===== src/rtl/branch_predictor.sv =====
`default_nettype none
// ============================================================================
// Module   : branch_predictor
// Purpose  : Direct-mapped BTB with 2-bit counters; trains from EX and raises
//            a registered flush/redirect on mispredict.
// Revision : 1.0
// ============================================================================
module branch_predictor #(
    parameter int ENTRIES = 16,
    parameter int IDX_W   = 4
) (
    input  logic        clk,
    input  logic        rst,
    input  logic [31:0] if_pc,
    output logic        pred_taken,
    output logic [31:0] pred_target,
    input  logic        ex_branch,
    input  logic [31:0] ex_pc,
    input  logic [31:0] ex_target,
    input  logic        ex_pred_taken,
    input  logic [31:0] ex_pred_target,
    input  logic        branch_out,
    input  logic        ex_stall,
    output logic        flush,
    output logic [31:0] redirect_pc,
    output logic [31:0] br_count,
    output logic [31:0] mis_count
);
    localparam int         TAG_W       = 32 - IDX_W - 2;
    localparam logic [1:0] c_CTR_INIT  = 2'b01;
    localparam logic [1:0] c_CTR_ALLOC = 2'b10;

    logic             r_valid  [ENTRIES];
    logic [TAG_W-1:0] r_tag    [ENTRIES];
    logic [31:0]      r_target [ENTRIES];
    logic [1:0]       r_ctr    [ENTRIES];

    logic        r_flush;
    logic [31:0] r_redirect_pc;
    logic [31:0] r_br_count;
    logic [31:0] r_mis_count;

    logic [IDX_W-1:0] w_if_idx;
    logic [TAG_W-1:0] w_if_tag;
    logic             w_if_hit;
    logic [IDX_W-1:0] w_ex_idx;
    logic [TAG_W-1:0] w_ex_tag;
    logic             w_ex_hit;
    logic             w_resolve;
    logic             w_mispredict;
    logic [31:0]      w_correct_pc;

    assign w_if_idx    = if_pc[IDX_W+1:2];
    assign w_if_tag    = if_pc[31:IDX_W+2];
    assign w_if_hit    = r_valid[w_if_idx] && (r_tag[w_if_idx] == w_if_tag);
    assign pred_taken  = w_if_hit && r_ctr[w_if_idx][1];
    assign pred_target = w_if_hit ? r_target[w_if_idx] : (if_pc + 32'd4);

    assign w_ex_idx = ex_pc[IDX_W+1:2];
    assign w_ex_tag = ex_pc[31:IDX_W+2];
    assign w_ex_hit = r_valid[w_ex_idx] && (r_tag[w_ex_idx] == w_ex_tag);

    // A branch sitting in EX while a flush is out is wrong-path and ignored.
    assign w_resolve    = ex_branch && !ex_stall && !r_flush;
    assign w_mispredict = (ex_pred_taken != branch_out) ||
                          (ex_pred_taken && branch_out && (ex_pred_target != ex_target));
    assign w_correct_pc = branch_out ? ex_target : (ex_pc + 32'd4);

    always_ff @(posedge clk or negedge rst) begin
        if (!rst) begin
            for (int i = 0; i < ENTRIES; i++) begin
                r_valid[i]  <= 1'b0;
                r_tag[i]    <= '0;
                r_target[i] <= '0;
                r_ctr[i]    <= c_CTR_INIT;
            end
            r_flush       <= 1'b0;
            r_redirect_pc <= '0;
            r_br_count    <= '0;
            r_mis_count   <= '0;
        end else begin
            r_flush <= w_resolve && w_mispredict;
            if (w_resolve) begin
                if (w_ex_hit) begin
                    if (branch_out) begin
                        if (r_ctr[w_ex_idx] != 2'b11)
                            r_ctr[w_ex_idx] <= r_ctr[w_ex_idx] + 2'd1;
                        r_target[w_ex_idx] <= ex_target;
                    end else if (r_ctr[w_ex_idx] != 2'b00) begin
                        r_ctr[w_ex_idx] <= r_ctr[w_ex_idx] - 2'd1;
                    end
                end else if (branch_out) begin
                    r_valid[w_ex_idx]  <= 1'b1;
                    r_tag[w_ex_idx]    <= w_ex_tag;
                    r_target[w_ex_idx] <= ex_target;
                    r_ctr[w_ex_idx]    <= c_CTR_ALLOC;
                end
                if (r_br_count != 32'hFFFF_FFFF)
                    r_br_count <= r_br_count + 32'd1;
                if (w_mispredict) begin
                    r_redirect_pc <= w_correct_pc;
                    if (r_mis_count != 32'hFFFF_FFFF)
                        r_mis_count <= r_mis_count + 32'd1;
                end
            end
        end
    end

    assign flush       = r_flush;
    assign redirect_pc = r_redirect_pc;
    assign br_count    = r_br_count;
    assign mis_count   = r_mis_count;

endmodule
`default_nettype wire

===== config.mk =====
export PLATFORM = sky130hd
export DESIGN_NAME = branch_predictor
export DESIGN_NICKNAME = d
export VERILOG_FILES = /design/src/rtl/branch_predictor.sv
export SDC_FILE = /design/constraint.sdc
export NUM_CORES = 2
export LEC_CHECK = 0
export BUFFER_PORTS_ARGS = -buffer_cell sky130_fd_sc_hd__buf_2
export CAP_MARGIN = 10
export CORE_MARGIN = 2
export CORE_UTILIZATION = 25
export CTS_CLUSTER_SIZE = 40
export DETAILED_ROUTE_END_ITERATION = 6
export PLACE_DENSITY = 0.5
export SLEW_MARGIN = 20
export SYNTH_ARGS = -nofsm -noshare
export SYNTH_HDL_FRONTEND = slang
export SYNTH_SLANG_ARGS = --single-unit

===== constraint.sdc =====
create_clock -name clk -period 8.6 [get_ports clk]
set_clock_uncertainty 0.15 [all_clocks]
set_input_delay 0.86 -clock clk [delete_from_list [all_inputs] [get_ports clk]]
set_output_delay 0.86 -clock clk [all_outputs]
set_load 0.05 [all_outputs]

## Yosys cells after proc, flatten, opt, wreduce, memory -nomap -nowiden

Cells that the tools add are included.
Widths: inputs -> output; s select.

- Bits in registers: 1073
- Output and inout bits: 130

- Add/sub/neg operators: 6
- $lt $le $gt $ge: 3
- Eq/ne operators: 8
- Multiplexer cells: 40
- Bitwise operators: 7
- Reductions and logical operators: 21

Operators by type and width:

| kind | number |
|---|---|
| $bwmux 512 | 1 |
| $bwmux 416 | 1 |
| $mux 32 | 10 |
| $bmux 26 s4 | 2 |
| $mux 26 | 5 |
| $bmux 32 s4 | 1 |
| $demux 32 s4 | 1 |
| $demux 26 s4 | 1 |
| $add 32x1->32 const B | 2 |
| $add 32x3->32 const B | 2 |
| $bwmux 32 | 2 |
| $ne 32x32->1 const B | 2 |
| $eq 26x26->1 | 2 |
| $ne 32x32->1 | 1 |
| $or 16x16->16 | 2 |
| $and 16x16->16 | 1 |
| $bmux 2 s4 | 2 |
| $not 16->16 | 1 |
| $ge 5x5->1 const B | 2 |
| $mux 2 | 5 |
| $not 4->5 | 2 |
| $logic_and 1x1->1 | 9 |
| $bmux 1 s4 | 2 |
| $demux 2 s4 | 1 |
| other kinds (15) | 25 |

## Depth between registers and ports, before layout

- Depth in word-level cells: 9
- Mapped depth: 16
- Mapped depth without buffers: 11

## Worst setup path after synthesis

No wires, ideal clock.

- Kind: input -> output
- From: input port if_pc[2]
- To: output port pred_target[20]
- Arrival: 4.572 ns
- Path slack: 3.018 ns
- Stages: 11
- Path through: clkbuf_1 buf_1 mux4_2 mux4_2 xnor2_1 nand4_1 nor4_1 nand4_1 clkbuf_1 clkbuf_1 a21oi_1

- Cells in the longest elaborated chain, start to end: 7
- Elaborated cells between the ends (all ways): 14
- Those cells by class: add/sub (1); eq/ne (1); mux (10); bitwise (1); reduce/logical (1)

Ends and longest elaborated chain:

| element | line | RTL |
|---|---|---|
| start: declaration | 14 | `input logic [31:0] if_pc,` |
| $not 4->5 (implied by the code) | 55, 57 |  |
| $bmux 26 s4 | 55 | `assign w_if_hit = r_valid[w_if_idx] && (r_tag[w_if_idx] == w_if_tag);` |
| $mux 26 (implied by the code) (2 in series) | 55 |  |
| $eq 26x26->1 | 55 |  |
| $logic_and 1x1->1 | 55 |  |
| $mux 32 * | 57 | `assign pred_target = w_if_hit ? r_target[w_if_idx] : (if_pc + 32'd4);` |
| end: declaration | 16 | `output logic [31:0] pred_target,` |

Every way passes the cells marked *; elsewhere a longest branch is shown, timed or not. The select of a mux whose other input is x is not followed.

## Worst setup path after layout

Same ends and word-level chain as after synthesis.

==> summary.txt <==
Drt
  – Via count: about 35,000
  – Drt wl/cell: 27.5 µm
  – Drt drc: 0
  – First-iteration detailed-routing DRC count: 2,803
  – Final ANT Viol Nets: 0
  – Routed WL: just under 200,000 µm
  – Vias per Instance: 4.95
  – Total iterations of the first detailed-routing run: 5

Logic synthesis
  – Dominant cells by area after synthesis: dfrtp_1 48%, mux4_2 16%, mux2_2 16%, mux2_4 5.1%, xnor2_1 2.2%
  – Most common library cells after synthesis: 1,057 x dfrtp_1, 769 x mux2_2, 390 x mux4_2, 222 x clkbuf_1, 190 x mux2_4
  – Syn Inst Count: 3,769
  – Synthesis-stage register bit count: 1,073
  – Post-synth EDFFs: 0
  – Share of the synthesized area in the top cell type: ~48%
  – Ys async rst share: 100%
  – Post-synth top flop: dfrtp_1
  – Avg Inst Size Synth: 14.7 µm²
  – Synth warn: 0
  – Distinct cells, synth: 76
  – Syn_nets: 3,913
  – Synth area leader: dfrtp_1
  – Sequential area share after synthesis: 48.4%
  – Post-Syn Area: 55,600 µm²
  – Most frequent cell after synthesis: dfrtp_1

Power
  – LEAKAGE: 28.3 nW
  – Net Sw Power: 0.00399 W
  – Part of the power in the clock network: 39.2%
  – Combinational power share: 17.6%
  – Pwr dens: 220 nW/µm²
  – Seq pwr share: 43.3%
  – Peak supply drop: 171 µV
  – Total power: approximately 0.014 W
  – Net Sw Frac: 28.2%
  – Int Pwr: 0.0101 W

Min path
  – HP Class: input port to register

Placed design
  – Placed insts: 6,750
  – DP HPWL: 121,000 µm
  – Gp weighted congestion: 0.884
  – Port-buffer cells: 263

STA
  – Final min period: approximately 7 ns
  – Setup repair after global routing missed its margin: no
  – Setup violators final: 0
  – Max Fclk: between 0.1 and 0.15 GHz
  – Normalized max-slew margin: 21.0%
  – Final Max Tran Viols: 0
  – Least-Margin Pin Slew: 1.19 ns
  – Final hold vios: 0
  – Setup TNS: 0 ns
  – Final Cycle Share: 80.7%

Clocking
  – PostCTS Resize Cnt: 0
  – Clock Root Buffer: clkbuf_16
  – H-tree depth: 3
  – CTS tree: built
  – Clock-pin slew on the worst setup and hold paths: 0.06 ns
  – CTS Buffer Depth: 3
  – Sink Count: roughly 1,100
  – Clock Latency Late Sink: between 0.8 and 0.9 ns
  – CTS buffer count: 120

Floorplanning
  – Rows: 173
  – # IOs: 264
  – Die X: roughly 480 µm
  – Die Ht: 475 µm
  – Die ar.: 226,000 µm²
  – Initial core utilization: 25.1%
  – Core box area: approximately 220,000 µm²

Worst setup path
  – Worst EP arrival: 5.93 ns
  – CP Launch Type: input port
  – Endpoint class of the critical path: primary output
  – Req. time, crit path: 7.59 ns
  – CP Class: input port to primary output
  – CP max FO: 64

Layout
  – Area Growth Syn to Fin: 15.4%
  – Non-Filler Instances: 6,985
  – Nets: between 4,000 and 5,000
  – Fraction of layout cells with a size suffix above 1: 49.3%

Global route
  – Largest net degree at the start of global routing: 156
  – Initial antenna violation count: 33
  – Total congestion overflow: 0
  – Vias in the first global route: approximately 36,000
  – Gr usage total: 16.8%
  – First-pass GRT wire length: 275,000 µm

Run
  – Maxcap violations: 0

Run status
  – Status: finished, final reports clean
## final cells by class
| class | instances | area [µm²] |
|---|---|---|
| Tap cell | 2975 | 3720 |
| Antenna cell | 7 | 17.5 |
| Fill cell | 22438 | 158000 |
| Inverter | 29 | 109 |
| Timing Repair Buffer | 347 | 2110 |
| Clock inverter | 44 | 656 |
| Multi-Input combinational cell | 2327 | 27000 |
| Sequential cell | 1073 | 26900 |
| Clock buffer | 183 | 3630 |
## flip-flops by register name, indices dropped and copies added (netlist names)
register	flops
r_ctr	32
r_target	512
mis_count	32
redirect_pc	32
r_tag	416
br_count	32
r_valid	16
flush	1
## metal layers
metal / vias up / wire (µm) / GRT usage (%)
met3: 326 / 8870 / 2.43
met2: 903 / 93400 / 27.8
li1: 14327 / - / -
met1: 18966 / 81900 / 22.2
met5: - / 124 / 0
met4: 20 / 7950 / 6.66
## kinds of logic after synthesis
group,synth area share [%]
fa+ha+maj,0.225
mux,38.1
buf+inv,3.24
compound gates,2.41
simple gates,4.61
flops,48.4
xor+xnor,3.06
## critical path: stages
cell and delay [ns]:
buf_8 0.57, mux4_2 0.61, mux4_2 0.54, xnor2_1 0.78
nand4_1 0.18, nor4_1 0.33, nand4_1 0.14, buf_4 0.40
a21oi_1 0.93, buf_2 0.42
## path summary, 6_finish.rpt
| path | slack, ns | start | endpoint | depth (start not counted) |
|---|---|---|---|---|
| worst max-delay path | 1.66 | if_pc[2] | pred_target[20] | 10 |
| worst min-delay path | 0.23 | ex_pc[1] | redirect_pc[1] | 3 |
| worst max register to register | 4.16 | r_tag[212] | r_tag[33] | 11 |
| worst min register to register | 0.32 | r_ctr[0] | r_ctr[0] | 2 |
| max in group asynchronous | 5.72 | rst | r_tag[171] | 4 |
| min in group asynchronous | 0.57 | rst | r_target[226] | 2 |
## cell usage in the layout (no fill, tap or decap), drive strengths merged, types with 6 or more instances in the layout
master / n
nand2: 142
diode: 7
clkinv: 28
a22oi: 8
and2: 11
a22o: 6
buf: 346
and3: 29
nand4: 34
ha: 10
nand2b: 7
and4: 10
mux2: 993
mux4: 390
a221oi: 14
a211oi: 9
nor3: 16
o22ai: 16
o21ai: 47
nor2: 109
xor2: 53
or3: 6
nor2b: 18
inv: 30
mux2i: 49
clkbuf: 183
dfrtp: 1057
nand3: 56
a21oi: 66
or2: 21
xnor2: 141
dfstp: 16
bufinv: 11
nor4: 17
## per-stage QoR
stage / util [%] / setup WS [ns] / hold slack [ns] / cell area (µm²)
2_1_floorplan: - / 3.02 / 0.295 / 55600
3_3_place_gp: 27.0 / 1.63 / 0.312 / 59800
3_5_place_dp: 27.0 / 1.77 / 0.311 / 59800
4_1_cts: 28.9 / 1.78 / 0.173 / 64100
5_1_grt: 28.9 / 1.68 / 0.250 / 64100
6_report: 28.9 / 1.66 / 0.233 / 64100
## power groups by stage
stage               Sequential, W  Combinational [W]  Clock, W
global placement          0.00616            0.00247         0
floorplan                 0.00625            0.00155         0
finish                    0.00611            0.00248   0.00554
CTS                       0.00610            0.00251   0.00568
global route              0.00618            0.00263   0.00588
detailed placement        0.00618            0.00250         0
## what timing repair did
item	CTS	global route
hold buffers	1	0
setup buffers	0	0
endpoints found under the hold margin	86	0
Power figures use the tool's default switching activity.
